## src/rtl/seq_pattern_tx_pkg.sv

```systemverilog
// Shared definitions for the serial pattern link: FSM state codes, the two
// fixed patterns (also used by the 1011/0101 detector) and the sel encodings.
package seq_pattern_tx_pkg;

  // FSM state codes; the remaining 3-bit codes are illegal.
  typedef enum logic [2:0] {
    ST_IDLE  = 3'd0,
    ST_SHIFT = 3'd1,
    ST_GAP   = 3'd2,
    ST_DONE  = 3'd3
  } state_e;

  // Fixed patterns shared with the detector so both ends agree.
  localparam logic [3:0] PAT_A = 4'b1011;
  localparam logic [3:0] PAT_B = 4'b0101;

  // Pattern select codes.
  localparam logic [1:0] SEL_PAT_A    = 2'b00;
  localparam logic [1:0] SEL_PAT_B    = 2'b01;
  localparam logic [1:0] SEL_WORD     = 2'b10;
  localparam logic [1:0] SEL_WORD_INV = 2'b11;

  // Map a sel code and custom word onto the 4-bit frame to transmit.
  function automatic logic [3:0] select_pattern(input logic [1:0] sel_i,
                                                input logic [3:0] word_i);
    logic [3:0] pat;
    case (sel_i)
      SEL_PAT_A:    pat = PAT_A;
      SEL_PAT_B:    pat = PAT_B;
      SEL_WORD:     pat = word_i;
      SEL_WORD_INV: pat = ~word_i;
      default:      pat = PAT_A;
    endcase
    return pat;
  endfunction

  // A repeat count of zero still sends one frame.
  function automatic logic [3:0] effective_rep(input logic [3:0] rep_i);
    logic [3:0] n;
    if (rep_i == 4'd0) begin
      n = 4'd1;
    end else begin
      n = rep_i;
    end
    return n;
  endfunction

endpackage

```

## src/rtl/seq_pattern_shreg.sv

```systemverilog
// 4-bit loadable left-shift register. It exposes the MSB the register will
// hold after the coming edge, so the owner can register its own DATA output
// in the same cycle as the shift register itself.
module seq_pattern_shreg
  import seq_pattern_tx_pkg::*;
(
  input  logic       ck,
  input  logic       rs,
  input  logic       load,
  input  logic       shift,
  input  logic [3:0] din,
  output logic       msb_next
);

  logic [3:0] q_q;
  logic [3:0] q_d;

  // Next register value: load has priority over shift, otherwise hold.
  always_comb begin
    q_d = q_q;
    if (load) begin
      q_d = din;
    end else if (shift) begin
      q_d = {q_q[2:0], 1'b0};
    end else begin
      q_d = q_q;
    end
  end

  assign msb_next = q_d[3];

  // Shift register storage, cleared by the asynchronous reset.
  always_ff @(posedge ck or negedge rs) begin
    if (!rs) begin
      q_q <= 4'b0000;
    end else begin
      q_q <= q_d;
    end
  end

endmodule

```

## src/rtl/seq_pattern_tx.sv

```systemverilog
// Serial pattern transmitter: on start, sends the selected 4-bit pattern
// MSB-first, repeated rep times with GAP_CYCLES idle cycles between frames.
// All outputs come straight from flops.
module seq_pattern_tx
  import seq_pattern_tx_pkg::*;
#(
  parameter int   GAP_CYCLES = 2,
  parameter logic IDLE_LEVEL = 1'b0
) (
  input  logic       ck,
  input  logic       rs,
  input  logic       start,
  input  logic [1:0] sel,
  input  logic [3:0] word,
  input  logic [3:0] rep,
  output logic       DATA,
  output logic       valid,
  output logic       busy,
  output logic       done,
  output logic [2:0] c
);

  // Gap counter only needs to reach GAP_CYCLES-1; keep it at least one bit
  // wide so the design still elaborates with GAP_CYCLES = 0.
  localparam int GW = (GAP_CYCLES > 1) ? $clog2(GAP_CYCLES) : 1;
  localparam int GAP_LAST_I = (GAP_CYCLES > 0) ? (GAP_CYCLES - 1) : 0;
  localparam logic [GW-1:0] GAP_LAST = GAP_LAST_I[GW-1:0];
  localparam logic [GW-1:0] GAP_ONE  = GW'(1);
  localparam logic [GW-1:0] GAP_ZERO = GW'(0);

  state_e        state_q,  state_d;
  logic [3:0]    pat_q,    pat_d;
  logic [3:0]    frames_q, frames_d;
  logic [1:0]    bit_q,    bit_d;
  logic [GW-1:0] gap_q,    gap_d;
  logic          data_q,   data_d;
  logic          valid_q,  valid_d;
  logic          busy_q,   busy_d;
  logic          done_q,   done_d;

  logic          sh_load_s;
  logic          sh_shift_s;
  logic [3:0]    sh_din_s;
  logic          sh_msb_next_s;

  seq_pattern_shreg u_shreg (
    .ck       (ck),
    .rs       (rs),
    .load     (sh_load_s),
    .shift    (sh_shift_s),
    .din      (sh_din_s),
    .msb_next (sh_msb_next_s)
  );

  // Next-state, counter and output decode; outputs default to the idle level.
  always_comb begin
    state_d    = state_q;
    pat_d      = pat_q;
    frames_d   = frames_q;
    bit_d      = bit_q;
    gap_d      = gap_q;
    data_d     = IDLE_LEVEL;
    valid_d    = 1'b0;
    busy_d     = 1'b0;
    done_d     = 1'b0;
    sh_load_s  = 1'b0;
    sh_shift_s = 1'b0;
    sh_din_s   = pat_q;

    case (state_q)
      ST_IDLE: begin
        if (start) begin
          // Latch the pattern and repeat count; later input changes are ignored.
          pat_d     = select_pattern(sel, word);
          sh_din_s  = select_pattern(sel, word);
          sh_load_s = 1'b1;
          frames_d  = effective_rep(rep);
          bit_d     = 2'd0;
          gap_d     = GAP_ZERO;
          state_d   = ST_SHIFT;
          data_d    = sh_msb_next_s;
          valid_d   = 1'b1;
          busy_d    = 1'b1;
        end else begin
          state_d = ST_IDLE;
        end
      end

      ST_SHIFT: begin
        if (bit_q == 2'd3) begin
          // Last bit of this frame is on the line now.
          frames_d = frames_q - 4'd1;
          bit_d    = 2'd0;
          if (frames_q == 4'd1) begin
            state_d = ST_DONE;
            done_d  = 1'b1;
          end else if (GAP_CYCLES == 0) begin
            // Back-to-back: reload now so the next MSB follows without a bubble.
            sh_load_s = 1'b1;
            state_d   = ST_SHIFT;
            data_d    = sh_msb_next_s;
            valid_d   = 1'b1;
            busy_d    = 1'b1;
          end else begin
            gap_d   = GAP_ZERO;
            state_d = ST_GAP;
            busy_d  = 1'b1;
          end
        end else begin
          sh_shift_s = 1'b1;
          bit_d      = bit_q + 2'd1;
          state_d    = ST_SHIFT;
          data_d     = sh_msb_next_s;
          valid_d    = 1'b1;
          busy_d     = 1'b1;
        end
      end

      ST_GAP: begin
        busy_d = 1'b1;
        if (gap_q == GAP_LAST) begin
          sh_load_s = 1'b1;
          gap_d     = GAP_ZERO;
          state_d   = ST_SHIFT;
          data_d    = sh_msb_next_s;
          valid_d   = 1'b1;
        end else begin
          gap_d   = gap_q + GAP_ONE;
          state_d = ST_GAP;
        end
      end

      ST_DONE: begin
        // start is deliberately not looked at here.
        state_d = ST_IDLE;
      end

      default: begin
        // Illegal codes fall back to a clean idle.
        state_d  = ST_IDLE;
        frames_d = 4'd0;
        bit_d    = 2'd0;
        gap_d    = GAP_ZERO;
      end
    endcase
  end

  // FSM state, counters and registered outputs.
  always_ff @(posedge ck or negedge rs) begin
    if (!rs) begin
      state_q  <= ST_IDLE;
      pat_q    <= 4'b0000;
      frames_q <= 4'd0;
      bit_q    <= 2'd0;
      gap_q    <= GAP_ZERO;
      data_q   <= IDLE_LEVEL;
      valid_q  <= 1'b0;
      busy_q   <= 1'b0;
      done_q   <= 1'b0;
    end else begin
      state_q  <= state_d;
      pat_q    <= pat_d;
      frames_q <= frames_d;
      bit_q    <= bit_d;
      gap_q    <= gap_d;
      data_q   <= data_d;
      valid_q  <= valid_d;
      busy_q   <= busy_d;
      done_q   <= done_d;
    end
  end

  assign DATA  = data_q;
  assign valid = valid_q;
  assign busy  = busy_q;
  assign done  = done_q;
  assign c     = state_q;

endmodule

```

## config.mk

```make
export PLATFORM = sky130hd
export DESIGN_NAME = seq_pattern_tx
export DESIGN_NICKNAME = d
export VERILOG_FILES = /design/src/rtl/seq_pattern_tx_pkg.sv /design/src/rtl/seq_pattern_shreg.sv /design/src/rtl/seq_pattern_tx.sv
export SDC_FILE = /design/constraint.sdc
export NUM_CORES = 1
export LEC_CHECK = 0
export ABC_AREA = 0
export ABC_CLOCK_PERIOD_IN_PS = 1670
export CORE_MARGIN = 10
export CORE_UTILIZATION = 60
export DETAILED_ROUTE_END_ITERATION = 8
export DONT_BUFFER_PORTS = 1
export GPL_ROUTABILITY_DRIVEN = 0
export PLACE_DENSITY_LB_ADDON = 0.3
export SKIP_LAST_GASP = 1
export SYNTH_ARGS = -nofsm -noshare
export SYNTH_HDL_FRONTEND = slang
export SYNTH_SLANG_ARGS = --single-unit
```

## constraint.sdc

```tcl
create_clock -name ck -period 1.67 [get_ports ck]
set_input_delay 0.2505 -clock ck [delete_from_list [all_inputs] [get_ports ck]]
set_output_delay 0.2505 -clock ck [all_outputs]
set_load 0.01 [all_outputs]
```

======== Word-level counts from Yosys, hierarchy flattened ========
Cells that the tools add are included.
cells by class
  $add $sub $neg .......................... 3
  equal/unequal tests ..................... 11
  mux-type cells .......................... 38
  bitwise gates (word level) .............. 3
  reductions and logical operators ........ 8
operators by type and width
  cell                                                                   number
  4-bit 2-to-1 mux                                                       7
  1-bit 2-to-1 mux                                                       18
  4-bit one-hot mux with 4 select lines                                  1
  4-bit one-hot mux with 3 select lines                                  1
  1-bit one-hot mux with 3 select lines                                  3
  3-bit one-hot mux with 3 select lines                                  1
  2-bit equality test, second input constant                             3
  3-bit by 2-bit equality test with 1-bit output, second input constant  2
  2-bit 2-to-1 mux                                                       3
  2-bit inequality test, second input constant                           3
  2-bit one-hot mux with 3 select lines                                  1
  4-bit by 1-bit equality test with 1-bit output, second input constant  1
  4-bit zero test                                                        1
  4-bit inverter                                                         1
  1-bit one-hot mux with 4 select lines                                  1
  4-bit AND reduction                                                    1
  4-bit by 1-bit subtractor with 4-bit output, second input constant     1
  3-bit by 1-bit equality test with 1-bit output, second input constant  1
  3-bit zero test                                                        1
  3-bit 2-to-1 mux                                                       1
  3-bit AND reduction                                                    1
  2-bit by 1-bit adder with 2-bit output, second input constant          1
  2-bit by 1-bit equality test with 1-bit output, second input constant  1
  2-bit zero test                                                        1
  other kinds (6)                                                        7
word-level totals
  bits in registers ....................... 22
  input port bits ......................... 13
  output and inout port bits .............. 7
  word-level logic and storage cells ...... 74

======== Logic depth before layout (Yosys ltp) ========
  word-level depth ........................ 7
  gate-level depth with buffers ........... 6
  gate-level depth less buffers ........... 6

======== Cells and area by module ========
Synthesis repeated with hierarchy kept, for this count alone.
unflattened totals
  cell total of the unflattened synthesis .. 115
  area total of the unflattened synthesis .. 1,103.6 um^2
modules (own cells, without submodules)
  module             instances  cells each  area an instance (um^2)  sequential area each (um^2)
  seq_pattern_tx     1          99          932.1                    425.4
  seq_pattern_shreg  1          16          171.4                    100.1

======== Worst setup path before layout ========
No wires, ideal clock.
  path kind ............................... flip-flop to flip-flop
  from .................................... register bit_q[0]
  to ...................................... register frames_q[3]
  setup time .............................. 0.126 ns
  data arrival time ....................... 1.300 ns
  data required time ...................... 1.544 ns
  setup slack ............................. 0.244 ns
  stages on the path, launching flop included .. 7
  path buffers ............................ 1
  clock period less this slack ............ 1.426 ns
  path through ............................ dfrtp_1 -> ha_1 -> nand2_1 -> a21o_1 -> buf_2 -> o21ai_1 -> a221o_1
on the way
  cells in the longest elaborated chain, start to end .. 3
RTL lines
  what                             line                   text
  start, declared                  seq_pattern_tx.sv:34   logic [1:0] bit_q, bit_d;
  start signal, assigned           seq_pattern_tx.sv:164  bit_q <= bit_d;
  2-bit equality test              seq_pattern_tx.sv:90   if (bit_q == 2'd3) begin
  2-bit inequality test (no line)  n/a
  3-bit AND reduction (no line)    n/a
  end signal, assigned             seq_pattern_tx.sv:163  frames_q <= frames_d;
  end, declared                    seq_pattern_tx.sv:33   logic [3:0] frames_q, frames_d;
Every way passes these cells.
A chain may end at the register's enable or synchronous reset.

======== Worst setup path in the final report ========
  from .................................... register state_q[1], in the netlist c[1]
  to ...................................... register bit_q[0]
on the way
  cells in the longest elaborated chain, start to end .. 4
  elaborated cells on any way between the ends .. 9
  classes of those cells .................. 4 x eq/ne; 1 x mux; 1 x bitwise; 3 x reduce/logical
RTL lines
  what                                                                                                    line                   text
  start, declared                                                                                         seq_pattern_tx.sv:31   state_e state_q, state_d;
  start signal, assigned                                                                                  seq_pattern_tx.sv:161  state_q <= state_d;
  parallel branches: the longest is 4 deep, another holds 3-bit by 2-bit equality test with 1-bit output  n/a
Several ways; the timed one is not identified.

==> out/summary.txt <==
status -> finished, final reports clean
DIE AREA -> 0.00397 sq mm
Area Overhead vs Synth -> 5.41%
wire length of the first global-routing pass -> 3.67 mm
placed insts -> 138
Critical Path RT -> 1860 ps
Num CTS Buffers -> 3
CTS tree -> built
Avg WL per Cell -> 14.7 um
IO Pins -> 20
crit share post-route -> 93.1%
die width -> 63.0 um
H-Tree Depth -> 1
RSZ-0062 raised after global routing -> no
cell row count -> 15
clock sink total -> 20
vias -> 798
layout cells sized above 1 -> 10.3%
synthesized area per cell -> 9.66 sq um
Port-buffer cells -> 0
largest net degree at the start of global routing -> 21
Worst Path Class, Setup -> flop to flop
aggregate global routing overflow -> 0
antenna violations before repair -> 0
fmax -> 643 MHz
max-capacitance violation count -> 0
setup violators final -> 0
DRC violations left -> 0
Final WS setup -> 115 ps
IR drop worst, VDD -> 1.29 mV
Synth Net Count -> 131
Worst Tran Pin Value -> 874 ps
slowest stage delay, CP -> 670 ps
cell chain of the critical path -> and2b_1 -> and2_1 -> mux2_2
Synth async-reset ratio -> 100%
Cell variety after synth -> 40
core area -> 0.00175 sq mm
dpl hpwl -> 1.62 mm
Slowest-stage cell, CP -> dfrtp_1
antenna-violating nets left -> 0
Initial Util -> 63.7%
top fanout value on the critical path -> 16
Post-CTS Setup Inserts -> 0
crit path launch type -> flop
vias in the first global route -> 810
Mapped Cells -> 115
Die H -> 63.0 um
fillcell total -> 152
crit path time final -> 1560 ps
diode count -> 0
#FFs+latches synth -> 20
Power per Cell Area -> 1910 mW/mm^2
Clock Path Buffers -> 2
Warnings, synthesis -> 0
post-synthesis sequential area ratio -> 45.0%
synthesized area -> 0.00111 sq mm
Slew HR -> 41.5%
Worst Hold Class -> input pin to flop
total net switching power -> 0.000913 W
Arrival @ worst endpoint -> 1740 ps
drt first pass iters -> 4
Vias/cell -> 5.62
Sequential Power Share -> 42.2%
Setup WS pre-CTS -> 73.2 ps
Clk Tree Root Cell -> clkbuf_4
GRT Util Overall -> 11.4%
Final Hold Vio Count -> 0
CP endpoint kind -> flop
final hold slack -> 65.3 ps
Clock power frac -> 9.5%
setup TNS -> 0 ps
Layout Nets -> 135
final std cells w/o fill -> 142
Power Internal -> 0.00133 W
total power -> 0.00224 W
Clock transition at path regs -> 100 ps
switching part of the total -> 40.8%
Iteration-0 DRC Markers -> 17
EDFF count, synth -> 0
Main synth FF type -> dfrtp_1
Max Clock Skew -> 0.784 ps
Leak -> 0.499 nW
worst skew pair latency -> 290 ps
Slew Limit Fails -> 0
Comb power frac -> 48.3%
Routed WL -> 2.09 mm
cell type report:
type	instances	area, sq um	area share, %
multi-input cells	84	558	47.6
flip-flops and latches	20	500	42.7
repair buffers	5	40.0	3.42
well taps	25	31.3	2.67
clock buffers	3	22.5	1.92
inverters	5	18.8	1.60
placed cells by master, fill, tap and decap left out, drive strengths merged, types with 2 or more instances in the layout:
| master | count |
|---|---|
| dfrtp | 20 |
| o21ai | 12 |
| nand2 | 11 |
| nor2 | 10 |
| inv | 5 |
| xnor2 | 4 |
| nand2b | 4 |
| o31ai | 4 |
| buf | 4 |
| nor2b | 3 |
| a21oi | 3 |
| ha | 3 |
| clkbuf | 3 |
| mux2i | 2 |
| o2bb2ai | 2 |
| a22o | 2 |
| a221o | 2 |
| nor3 | 2 |
| nor3b | 2 |
| a21o | 2 |
synth_stat cells (2+ instances only):
| master | number | area share, % |
|---|---|---|
| o2bb2ai_1 | 2 | 1.6 |
| a21o_1 | 2 | 1.4 |
| nand2_1 | 11 | 3.7 |
| mux2i_1 | 2 | 1.8 |
| clkbuf_1 | 2 | 0.68 |
| o31ai_1 | 4 | 2.7 |
| a22o_1 | 2 | 1.6 |
| ha_1 | 3 | 3.4 |
| nor3_1 | 2 | 0.90 |
| inv_1 | 5 | 1.7 |
| dfrtp_1 | 20 | 45 |
| o21ai_0 | 7 | 3.2 |
| buf_4 | 3 | 2.0 |
| nor2b_1 | 3 | 1.7 |
| nand2b_1 | 4 | 2.3 |
| a21oi_1 | 3 | 1.4 |
| o21ai_1 | 4 | 1.8 |
| xnor2_1 | 4 | 3.2 |
| nor2_1 | 10 | 3.4 |
| a221o_1 | 2 | 1.8 |
layer usage:
layer,global-route usage (%),vias to the layer above,part of all wire (%)
met3,5.20,2,5.6
li1,-,404,-
met5,0,-,0
met2,18.7,14,49
met1,13.1,378,44
met4,2.51,0,0.67
worst max-delay path, delay by kind of cell, from the launching register on:
kind | cells | cell delay (ps)
multiplexers | 1 | 260
AND/OR/NAND/NOR | 2 | 520
flip-flops | 1 | 670
power groups by stage:
stage,combinational [W],sequential [W],clock (W)
finish,0.00108,0.000944,0.000213
CTS,0.00109,0.000945,0.000225
global placement,0.00103,0.000941,0
global route,0.00126,0.000983,0.000245
floorplan,0.000935,0.000857,0
detailed placement,0.00107,0.000957,0
state kept, by name (all words and copies together) (netlist names):
name,flops
busy,1
done,1
u_shreg.q_q,3
c,2
gap_q,1
DATA,1
pat_q,4
valid,1
frames_q,4
bit_q,2
stage by stage:
stage	cell area (sq um)	util, %
5_1_grt	1170	67.1
3_5_place_dp	1140	65.2
4_1_cts	1170	67.0
2_1_floorplan	1110	-
3_3_place_gp	1140	65.2
6_report	1170	67.1
path summary, 6_finish.rpt:
check                          from              to  slack (ps)  depth (start not counted)
max                            c[1]        bit_q[0]         110                          3
min                          sel[1]        pat_q[0]          70                          1
max reg2reg                    c[1]        bit_q[0]         110                          3
min reg2reg                pat_q[1]        pat_q[1]         490                          2
max in group asynchronous        rs  u_shreg.q_q[2]         630                          1
min in group asynchronous        rs  u_shreg.q_q[1]         510                          1
repair_timing:
action,CTS,global route
hold endpoints to repair,20,0
resized for setup,0,1
hold buffers,1,0
setup endpoints to repair,0,2
kinds of logic after synthesis:
logic type / count (synthesis) / share of synthesized area, %
buf+inv: 11 / 4.84
xor+xnor: 5 / 3.94
flops: 20 / 45.0
fa+ha+maj: 3 / 3.38
simple gates: 39 / 18.8
compound gates: 33 / 20.8
mux: 3 / 2.82
other cells: 1 / 0.338
Note: power is estimated with default switching activity, not from simulation.
